==> src/rtl/fetch_pkg.sv <==
// Shared types and constants for the instruction fetch front end.
package fetch_pkg;

  localparam logic [31:0] NOP_INST         = 32'h0000_0013;
  localparam int          FETCH_FIFO_DEPTH = 2;
  localparam int          FETCH_CNT_W      = $clog2(FETCH_FIFO_DEPTH) + 1;

  typedef struct packed {
    logic [31:0] pc;
    logic [31:0] inst;
  } fetch_entry_t;

  // Counter width able to hold 0..depth inclusive.
  function automatic int cnt_width(input int depth);
    return $clog2(depth) + 1;
  endfunction

endpackage

==> src/rtl/fetch_fifo.sv <==
// Small synchronous FIFO with flush; flush and reset take priority over push/pop.
module fetch_fifo #(
  parameter int DEPTH = 2,
  parameter int W     = 32
) (
  input  logic                     clk,
  input  logic                     rst,
  input  logic                     flush,
  input  logic                     push,
  input  logic [W-1:0]             push_data,
  input  logic                     pop,
  output logic [W-1:0]             head,
  output logic [$clog2(DEPTH):0]   count
);

  localparam int AW = $clog2(DEPTH);
  localparam int CW = AW + 1;

  logic [W-1:0]  mem [DEPTH];
  logic [AW-1:0] rd_ptr;
  logic [AW-1:0] wr_ptr;
  logic          do_push;
  logic          do_pop;

  assign do_pop  = pop && (count != '0);
  // A full queue can still accept when the head leaves in the same cycle.
  assign do_push = push && ((count != CW'(DEPTH)) || do_pop);
  assign head    = mem[rd_ptr];

  always_ff @(posedge clk) begin
    if (do_push) mem[wr_ptr] <= push_data;
  end

  always_ff @(posedge clk) begin
    if (rst || flush) begin
      rd_ptr <= '0;
      wr_ptr <= '0;
      count  <= '0;
    end else begin
      if (do_push) wr_ptr <= wr_ptr + AW'(1);
      if (do_pop)  rd_ptr <= rd_ptr + AW'(1);
      count <= count + CW'(do_push) - CW'(do_pop);
    end
  end

endmodule

==> src/rtl/inst_fetch_unit.sv <==
// Instruction fetch front end: PC, imem request/response handshake, response queue.
// Optional FETCH_MISALIGN_CHECK_EN halts fetch on a misaligned redirect target.
module inst_fetch_unit
  import fetch_pkg::*;
#(
  parameter logic [31:0] RESET_PC   = 32'h0000_0000,
  parameter int          FIFO_DEPTH = FETCH_FIFO_DEPTH
) (
  input  logic        clk,
  input  logic        rst,
  output logic        imem_req_valid,
  output logic [31:0] imem_req_addr,
  input  logic        imem_req_ready,
  input  logic        imem_rsp_valid,
  input  logic [31:0] imem_rsp_data,
  input  logic        redirect_valid,
  input  logic [31:0] redirect_pc,
  input  logic        stall,
  output logic        fetch_valid,
  output logic [31:0] fetch_pc,
  output logic [31:0] fetch_inst,
  output logic        fetch_misalign
);

  localparam int CW = cnt_width(FIFO_DEPTH);

  logic [31:0]   pc_q;
  logic [CW-1:0] outstanding;
  logic [CW-1:0] count;
  logic [CW-1:0] drop_cnt;
  logic [CW:0]   credit;
  logic [31:0]   tag_head;
  logic [31:0]   redirect_tgt;
  fetch_entry_t  rsp_head;
  fetch_entry_t  rsp_entry;
  logic          halted;
  logic          deq;
  logic          accept;
  logic          enq;
  logic          dropping;

  assign fetch_valid = count != '0;
  assign deq         = fetch_valid && !stall;

  // Every in-flight request owns a queue slot; a departing head frees one now.
  assign credit = {1'b0, outstanding} + {1'b0, count} - (CW+1)'(deq);

  assign imem_req_valid = !rst && !redirect_valid && !halted &&
                          (credit < (CW+1)'(FIFO_DEPTH));
  assign imem_req_addr  = pc_q;
  assign accept         = imem_req_valid && imem_req_ready;

  assign dropping  = drop_cnt != '0;
  assign enq       = imem_rsp_valid && !dropping && !redirect_valid;
  assign rsp_entry = '{pc: tag_head, inst: imem_rsp_data};

  assign fetch_pc   = fetch_valid ? rsp_head.pc   : 32'h0;
  assign fetch_inst = fetch_valid ? rsp_head.inst : NOP_INST;

  // Tag queue is never flushed: responses to squashed requests still pop it.
  fetch_fifo #(.DEPTH(FIFO_DEPTH), .W(32)) u_tag_q (
    .clk       (clk),
    .rst       (rst),
    .flush     (1'b0),
    .push      (accept),
    .push_data (pc_q),
    .pop       (imem_rsp_valid),
    .head      (tag_head),
    .count     (outstanding)
  );

  fetch_fifo #(.DEPTH(FIFO_DEPTH), .W($bits(fetch_entry_t))) u_rsp_q (
    .clk       (clk),
    .rst       (rst),
    .flush     (redirect_valid),
    .push      (enq),
    .push_data (rsp_entry),
    .pop       (deq),
    .head      (rsp_head),
    .count     (count)
  );

`ifdef FETCH_MISALIGN_CHECK_EN
  assign redirect_tgt   = redirect_pc;
  assign fetch_misalign = halted;

  always_ff @(posedge clk) begin
    if (rst)                 halted <= 1'b0;
    else if (redirect_valid) halted <= redirect_pc[1:0] != 2'b00;
  end
`else
  assign redirect_tgt   = redirect_pc & ~32'h3;
  assign halted         = 1'b0;
  assign fetch_misalign = 1'b0;
`endif

  always_ff @(posedge clk) begin
    if (rst) begin
      pc_q     <= RESET_PC;
      drop_cnt <= '0;
    end else if (redirect_valid) begin
      // No request issues this cycle, so whatever stays outstanding is stale.
      pc_q     <= redirect_tgt;
      drop_cnt <= outstanding - CW'(imem_rsp_valid);
    end else begin
      if (accept)                     pc_q     <= pc_q + 32'd4;
      if (imem_rsp_valid && dropping) drop_cnt <= drop_cnt - CW'(1);
    end
  end

  rsp_has_request: assert property (@(posedge clk) disable iff (rst)
    imem_rsp_valid |-> outstanding != '0);

endmodule
==> config.mk <==
export PLATFORM = sky130hd
export DESIGN_NAME = inst_fetch_unit
export DESIGN_NICKNAME = d
export VERILOG_FILES = /design/src/rtl/fetch_pkg.sv /design/src/rtl/fetch_fifo.sv /design/src/rtl/inst_fetch_unit.sv
export SDC_FILE = /design/constraint.sdc
export NUM_CORES = 1
export LEC_CHECK = 0
export ABC_AREA = 1
export BUFFER_PORTS_ARGS = -buffer_cell sky130_fd_sc_hd__buf_2
export CAP_MARGIN = 20
export CORE_UTILIZATION = 40
export DETAILED_ROUTE_END_ITERATION = 10
export GPL_TIMING_DRIVEN = 0
export RECOVER_POWER = 50
export REMOVE_ABC_BUFFERS = 1
export SYNTH_ARGS = -nofsm -noshare
export SYNTH_HDL_FRONTEND = slang
export SYNTH_HIERARCHICAL = 1
export SYNTH_SLANG_ARGS = --single-unit
==> constraint.sdc <==
create_clock -name clk -period 12.9 [get_ports clk]
set_clock_uncertainty 0.05 [all_clocks]
set_input_delay 2.58 -clock clk [delete_from_list [all_inputs] [get_ports clk]]
set_output_delay 2.58 -clock clk [all_outputs]
set_load 0.01 [all_outputs]
-- After elaboration in Yosys (flattened, before gate mapping)
Memories as Yosys holds them, arrays and structs flattened. A register that Yosys moved wholly into a read port is not among the register bits.
Cells that the tools add are included.
Widths: inputs -> output; s select.
- register bits after elaboration: 42
- bits in writable memories: 192
- input port bits: 70
- output and inout bits: 99
- word-level logic and storage cells: 65
- memories: 2
- memories (name ; words ; bits a word ; read ports ; clocked after Yosys merged registers in ; write ports ; RTL line ; RTL):
    u_rsp_q.mem ; 2 ; 64 ; 1 ; 1 ; 1 ; fetch_fifo.sv:19 ; logic [W-1:0] mem [DEPTH];
    u_tag_q.mem ; 2 ; 32 ; 1 ; 1 ; 1 ; fetch_fifo.sv:19 ;
- $add $sub $neg: 13
- magnitude comparators: 1
- equal/unequal tests: 2
- multiplexer cells: 14
- reduce and logical (&&, ||, !) cells: 24
- operators with widths (cell ; count):
    $mux 32 ; 4
    $add 32x3->32 const B ; 1
    $logic_and 1x1->1 ; 11
    $reduce_bool 2->1 ; 5
    $mux 1 ; 8
    $sub 2x1->2 ; 3
    $add 1x1->1 const B ; 4
    $add 2x1->2 ; 2
    $logic_not 1->1 ; 4
    $mux 2 ; 2
    $ne 2x2->1 const B ; 2
    $add 2x2->3 ; 1
    $logic_or 1x1->1 ; 3
    $lt 3x2->1 const B ; 1
    $sub 3x1->3 ; 1
    $reduce_or 2->1 ; 1
    $sub 2x1->2 const B ; 1

-- Logic depth before layout (Yosys ltp)
Gate-level depths: netlist of run 1.
- depth after elaboration: 9
- depth in mapped cells: 21
- gate-level depth less buffers: 19

-- Cells and area by module
Netlist of run 1, hierarchy kept.
- by module, submodules not included (module ; times used ; cells each ; area an instance (um2) ; seq. area each (um2)):
    fetch_fifo (u_rsp_q) ; 1 ; 235 ; 5167.5 ; 3943.8
    inst_fetch_unit ; 1 ; 563 ; 2992.9 ; 640.6
    fetch_fifo (u_tag_q) ; 1 ; 136 ; 2712.6 ; 2021.9

-- Worst setup path after synthesis of run 1
Ideal clock, no wire load.
- path type: input port to output port
- start: in stall
- end: out imem_req_valid
- arrival time: 4.079 ns
- required time: 10.270 ns
- path slack: 6.191 ns
- stages on the path: 7
- buffers on the path: 0
- cell sequence: nor2_1 -> ha_1 -> or2_2 -> fa_1 -> nand2_2 -> nor2_4 -> and2_1
- word-level cells in the longest chain between the ends: 5
- ends and longest elaborated chain (what ; RTL line ; RTL):
    start, declared ; inst_fetch_unit.sv:18 ; input logic stall,
    $logic_not 1->1 ; inst_fetch_unit.sv:43 ; assign deq = fetch_valid && !stall;
    $logic_and 1x1->1 ; inst_fetch_unit.sv:43 ;
    $sub 3x1->3 ; inst_fetch_unit.sv:46 ; assign credit = {1'b0, outstanding} + {1'b0, count} - (CW+1)'(deq);
    $lt 3x2->1 ; inst_fetch_unit.sv:49 ; (credit < (CW+1)'(FIFO_DEPTH));
    $logic_and 1x1->1 ; inst_fetch_unit.sv:48 ; assign imem_req_valid = !rst && !redirect_valid && !halted &&
    end, declared ; inst_fetch_unit.sv:11 ; output logic imem_req_valid,
No other way between the ends.

-- Worst setup path in the final report of run 1
- start: in redirect_valid
- end: out imem_req_valid
- word-level cells in the longest chain between the ends: 3
- ends and longest elaborated chain (what ; RTL line ; RTL):
    start, declared ; inst_fetch_unit.sv:16 ; input logic redirect_valid,
    $logic_not 1->1 ; inst_fetch_unit.sv:48 ;
    $logic_and 1x1->1 (2 in a row) ; inst_fetch_unit.sv:48 ;
No other way between the ends.

==> results.toml, run 1 <==
[timing]
min_period_over_period_pct = 56.75
hold_ws_ps = 459.0
finalSetupViolations = 0
fin_ws_ps = 5579
timing.setup.tns_ps = 0
hold_viol = 0
slew_violations = 85
rsz0062_at_grt = "false"
min_period_ps = 7321
worst-slew-pin-transition_ps = 1861
slew_headroom_pct = -24.54
fmax_ghz = 0.1366

[detailed_routing]
dr.pass1.iters = 5
drt_iter0_drc = 364
drc = 0
via_per_inst = 4.637
vias = 6770
wl_per_cell_um = 15.24
drt-total-wl_mm = 22.26
drtAntennaViolNets = 0

[power_and_ir_drop]
ir_worst_vdd_v = 0.00008359
internal-power_mw = 1.306
power.switching_uw = 361.9
swShare_pct = 21.70
power_leakage_nw = 5.175
combPwrFrac_pct = 6.1
p_clk_share_pct = 42.5
p_per_area_nw_per_um2 = 131.9
seqPwrFrac_pct = 51.4

[global_route]
grt-busiest-layer = "met2"
grt_pass1_wl_mm = 34.61
grt_overflow = 0
grt_pass1_vias = 6426
grt_usage_pct = 15.83
met3_usage_pct = 2.685
use_met1_pct = 21.05
antenna_found_initial = 0
grt_max_degree = 42
use_met2_pct = 26.60

[clock_network]
cts_htree_levels = 1
post_cts_buffers = 0
cts_resized = 0
cts_tree = "built"
cts_sinks = 234
cts_hold_buf = 0
clk_pin_slew_ps = 60
clockBufferDepth = 3
cts_root_buf = "clkbuf_16"
cts_buffers = 26
clk_latency_ps = 530

[worst_hold_path]
hp-class = "flop to flop"

[worst_setup_path]
crit_family = "buffers and inverters"
path_class = "primary input to primary output"
critPathLaunchType = "primary input"
crit_path_max_fanout = 35
crit_arrival_ps = 4690
required_ps = 10270
crit_chain = "clkbuf_1 > inv_4 > nand2_2 > nor2_4 > and2_1 > buf_2"
cpMaxStageDelayCell = "clkbuf_1"
cp-end-kind = "primary output"
critPathBufInv = 3
critPathMaxStageDelay_ps = 1190

[status]
outcome = "finished with violations"
violations = "capacitance limit, slew limit"

[yosys]
ys_warn_count = 6
synth_area_um2 = 10870
ys_types = 35
ys_seq_area_share_pct = 60.76
synth_area_leaders = "edfxtp_1 53%, mux2_4 12%, dfxtp_1 7.7%, nand2_1 5.3%, inv_1 4.9%"
syn_inst = 934
ys_ff_latch = 234
synth.avg_cell_area_um2 = 11.64
synth_top_area_share_pct = 53.03
yosys.area.top_type = "edfxtp_1"

[floorplan]
ios = 169
core_um2 = 26350
die_h_um = 166.9
die-area_um2 = 27850
die_w_um = 166.9
start_util_pct = 41.26
std_cell_rows = 59

[finish]
area_delta_synth_final_pct = 16.27
final_cell_mix = "192 x edfxtp_1, 154 x nand2_1, 140 x inv_1, 121 x buf_2, 112 x nor2_1"
layout.nets = 1187
multiInputGateArea_um2 = 3324
final_layout_size_suffix_gt1_share_pct = 23.02
num-fill-cells = 2470
insertedDiodeCount = 0
mostFrequentLayoutCell = "edfxtp_1"
seqCellArea_um2 = 6610
final_util_pct = 47.97

[placed_design]
place.gp.congestion = 0.8129
post-place-ws_ps = 5891
port_buffers = 163
place_hpwl_mm = 14.83

[flow_run]
max-cap-violations = 4
-- Yosys cell counts --
| master | number |
|---|---|
| clkbuf_1 | 13 |
| buf_2 | 3 |
| fa_1 | 1 |
| nor3b_1 | 2 |
| nor2_4 | 3 |
| o31ai_1 | 1 |
| inv_1 | 142 |
| xor2_1 | 2 |
| nand3_4 | 1 |
| a31oi_1 | 3 |
| nand3_1 | 60 |
| conb_1 | 1 |
| and2_1 | 3 |
| buf_4 | 3 |
| inv_4 | 1 |
| or2_2 | 5 |
| mux2_2 | 6 |
| edfxtp_1 | 192 |
| nor2_2 | 5 |
| buf_6 | 5 |
| a21oi_1 | 30 |
| xnor2_1 | 3 |
| a22oi_1 | 2 |
| o21bai_1 | 3 |
| ha_1 | 9 |
| nor2_1 | 114 |
| dfxtp_1 | 42 |
| clkinv_4 | 1 |
| buf_12 | 9 |
| nor3_1 | 1 |
| inv_2 | 1 |
| o21ai_0 | 19 |
| nand2_2 | 4 |
| mux2_4 | 90 |
| nand2_1 | 154 |
-- path summary, 6_finish.rpt --
path | start | end | slack [ps] | cells after the start
worst max-delay path | redirect_valid | imem_req_valid | 5580 | 6
worst min-delay path | u_tag_q/rd_ptr | flop | 460 | 2
worst max register to register | u_rsp_q/count[0] | u_tag_q/mem[0][0] | 8500 | 12
worst min register to register | u_tag_q/rd_ptr | flop | 460 | 2
-- worst min-delay path, stage by stage (launching register included) --
cell	delay [ps]
dfxtp_1	330
nor2_1	60
nor2_1	90
-- state kept, by name, summed over array words and instances, names as in the netlist, 2 cells and up, named ones only --
register	count
u_tag_q/count	2
drop_cnt	2
u_rsp_q/count	2
imem_req_addr	30
u_rsp_q/mem	128
u_tag_q/mem	64
-- power groups by stage --
| stage | registers, mW | clock network [mW] | logic [mW] |
|---|---|---|---|
| detailed placement | 0.874 | 0 | 0.108 |
| floorplan | 0.872 | 0 | 0.0600 |
| global placement | 0.875 | 0 | 0.103 |
| finish | 0.857 | 0.708 | 0.102 |
| global route | 0.860 | 0.756 | 0.116 |
| CTS | 0.858 | 0.726 | 0.109 |
-- kinds of logic after synthesis --
family | Yosys count | synth area share [%]
other cells | 1 | 0.03449
compound gates | 58 | 2.842
xor+xnor | 5 | 0.4028
flops | 234 | 60.76
simple gates | 352 | 13.65
buf+inv | 178 | 8.044
fa+ha+maj | 10 | 1.220
mux | 96 | 13.05
-- routing by layer --
layer | share of wire (%) | wire length [µm]
met2 | 47 | 10400
met5 | 0 | 0
met4 | 2.3 | 513
met1 | 46 | 10170
met3 | 5.3 | 1172
-- metrics by stage --
stage	total power, mW	cell area, µm²	std cells
detailed placement	0.9818	12000	1414
global route	1.731	12640	1460
global placement	0.9780	11820	1407
finish	1.668	12640	1460
floorplan	0.9317	10580	909
CTS	1.693	12830	1460
-- area by class of cell --
cell class	instances	area share (%)
timing repair buffer	170	7.136
clock inverter	12	0.7225
inverter	145	4.375
clock buffer	34	5.869
tap	335	3.316
sequential	234	52.29
multi-input combinational	530	26.30
(Power assumes the default switching activity.)
==> run 2, diff against run 1 <==
--- a/config.mk
+++ b/config.mk
@@ -5,7 +5,7 @@
 export SDC_FILE = /design/constraint.sdc
 export NUM_CORES = 1
 export LEC_CHECK = 0
-export ABC_AREA = 1
+export ABC_AREA = 0
 export BUFFER_PORTS_ARGS = -buffer_cell sky130_fd_sc_hd__buf_2
 export CAP_MARGIN = 20
 export CORE_UTILIZATION = 40
==> constraint.sdc (replaced) <==
create_clock -name clk -period 7 [get_ports clk]
set_clock_uncertainty 0.05 [all_clocks]
set_input_delay 1.4 -clock clk [delete_from_list [all_inputs] [get_ports clk]]
set_output_delay 1.4 -clock clk [all_outputs]
set_load 0.01 [all_outputs]
==> results.toml, run 2 <==
[global_route]
grt_usage_pct = 16.39
grt_max_degree = 46
grt_pass1_vias = 5821
grt_pass1_wl_mm = 33.20
grt_overflow = 0
antenna_found_initial = 0

[yosys]
synth.avg_cell_area_um2 = 14.88
synth_area_leaders = "edfxtp_1 56%, mux2_4 13%, dfxtp_1 8.1%, and2_1 4.1%, buf_12 1.2%"
synth.most_common_cell = "edfxtp_1"
synthArstFlopShare_pct = 0
synthTopCellsByCount = "192 x edfxtp_1, 90 x mux2_4, 67 x and2_1"
ys_seq_area_share_pct = 63.87
synth_area_um2 = 10340
ys_ff_latch = 234
syn_inst = 695
synth_top_area_share_pct = 55.74
ys.flop_type = "edfxtp_1"
ys_warn_count = 6
ys_types = 54
synth_enable_flop_cells = 192
yosys.area.top_type = "edfxtp_1"

[clock_network]
cts_hold_buf = 0
clk_latency_ps = 520
post_cts_buffers = 0
cts_tree = "built"
cts_root_buf = "clkbuf_16"
cts_resized = 0
clockBufferDepth = 3
cts_sinks = 234
cts_htree_levels = 1
cts_buffers = 25
clk_pin_slew_ps = 60

[worst_setup_path]
crit_family = "buffers and inverters"
critPathMaxStageDelay_ps = 1500
crit_chain = "clkbuf_1 > and4bb_2 > nand2_2 > inv_1 > nor2_1 > buf_4 > a22oi_1 > a31oi_1"
crit_arrival_ps = 5900
cpMaxStageDelayCell = "clkbuf_1"
path_class = "primary input to flop"
worst-path-stages = 8
worstRegToRegCells = 12
required_ps = 7370
crit_path_max_fanout = 44
critPathBufInv = 3
critPathLaunchType = "primary input"
cp-end-kind = "flop"

[power_and_ir_drop]
power_leakage_nw = 4.458
ir_worst_vdd_v = 0.0001291
p_per_area_nw_per_um2 = 246.3

[timing]
slew_headroom_pct = -43.17
finalSetupViolations = 0
hold_ws_ps = 436.4
min_period_ps = 5530
fmax_ghz = 0.1808
timing.setup.tns_ps = 0
fin_ws_ps = 1470
rsz0062_at_grt = "false"
min_period_over_period_pct = 79.00
slew_violations = 126
worst-slew-pin-transition_ps = 2148
hold_viol = 0

[detailed_routing]
drt-total-wl_mm = 21.63
via_per_inst = 5.016
drt_iter0_drc = 315
vias = 6100
wl_per_cell_um = 17.79
drtAntennaViolNets = 0
drc = 0
dr.pass1.iters = 4

[floorplan]
start_util_pct = 40.96
ios = 169
std_cell_rows = 58
die_w_um = 162.8
die_h_um = 162.8
core_um2 = 25250
die-area_um2 = 26510

[finish]
area_delta_synth_final_pct = 17.30
largest_reg_flops = 128
final_layout_size_suffix_gt1_share_pct = 26.86
stdcell_area_um2 = 12130
largest-register = "u_rsp_q/mem"
seqCellArea_um2 = 6610
multiInputGateArea_um2 = 3307
mostFrequentLayoutCell = "edfxtp_1"
insertedDiodeCount = 0
layout.nets = 947
final_cell_mix = "192 x edfxtp_1, 115 x buf_2, 67 x and2_1, 60 x mux2_4, 54 x clkbuf_1"
num-fill-cells = 2319
final_util_pct = 48.04

[status]
violations = "capacitance limit, slew limit"
outcome = "finished with violations"

[placed_design]
place.gp.congestion = 0.7801
port_buffers = 163
post-place-ws_ps = 1270
place_hpwl_mm = 14.21
dpl_cell_area_um2 = 11570

[worst_hold_path]
holdPathStages = 2
hp-class = "flop to flop"

[flow_run]
max-cap-violations = 4
## run 2: cell types whose count changed after synthesis, sizes merged, moves of 12 or more
cell	before	now
nand2	158	32
inv	144	19
nor2	122	27
and2	3	67
nand3	61	10
nor3	1	14
a31oi	3	15
## run 2: worst reg2reg max path, stage by stage (launching register included)
cell	delay (ps)
dfxtp_1	380
inv_1	90
a21oi_1	260
ha_1	280
nand2b_1	150
fa_1	460
and4bb_2	280
nand2_2	650
inv_1	560
nor2_1	750
buf_4	320
a22oi_1	90
a31oi_1	240
## run 2: cell families (layout without fill, tap and decap cells)
family                   after synthesis  in the layout  synth area share (%)
flip-flops                           234            234                 63.87
AND/OR/NAND/NOR                      198            198                 10.74
buffers and inverters                 57            238                 3.472
multiplexers                          98             98                 13.91
XOR/XNOR                              15             15                 1.270
adder cells (fa/ha/maj)               10             10                 1.282
AO/OA/AOI/OAI                         82             82                 5.419
other                                  1             11               0.03625
## run 2: path summary, 6_finish.rpt
| path | start | endpoint | slack [ps] |
|---|---|---|---|
| worst max-delay path | rst | imem_req_addr[19] | 1470 |
| worst max register to register | u_rsp_q/count[1] | imem_req_addr[19] | 2360 |
| worst min-delay path | u_rsp_q/wr_ptr | u_rsp_q/wr_ptr | 440 |
| worst min register to register | u_rsp_q/wr_ptr | u_rsp_q/wr_ptr | 440 |
## run 2: stage by stage
stage,power [mW],instances
floorplan,1.698,667
global placement,1.783,1160
detailed placement,1.792,1170
CTS,3.040,1216
global route,3.111,1216
finish,2.988,1216
## run 2: report_power, final
| part | total (mW) | leakage [nW] | internal, mW | switching (mW) |
|---|---|---|---|---|
| clock network | 1.24 | 0.380 | 0.734 | 0.504 |
| registers | 1.58 | 2.11 | 1.55 | 0.0308 |
| logic | 0.171 | 1.97 | 0.0756 | 0.0958 |
## run 2: cell type report
class / instances / area share [%]
Clock buffer: 35 / 5.796
Clock inverter: 11 / 0.6497
Inverter: 19 / 0.5878
Timing Repair Buffer: 173 / 7.827
Sequential cell: 234 / 54.48
Tap cell: 330 / 3.403
Multi-Input combinational cell: 414 / 27.26
## run 2: layer usage
metal / track usage (%) / part of all wire, %
met1: 21.78 / 44
met3: 3.540 / 6.8
met5: 0 / 0
met2: 27.08 / 48
met4: 4.248 / 1.7
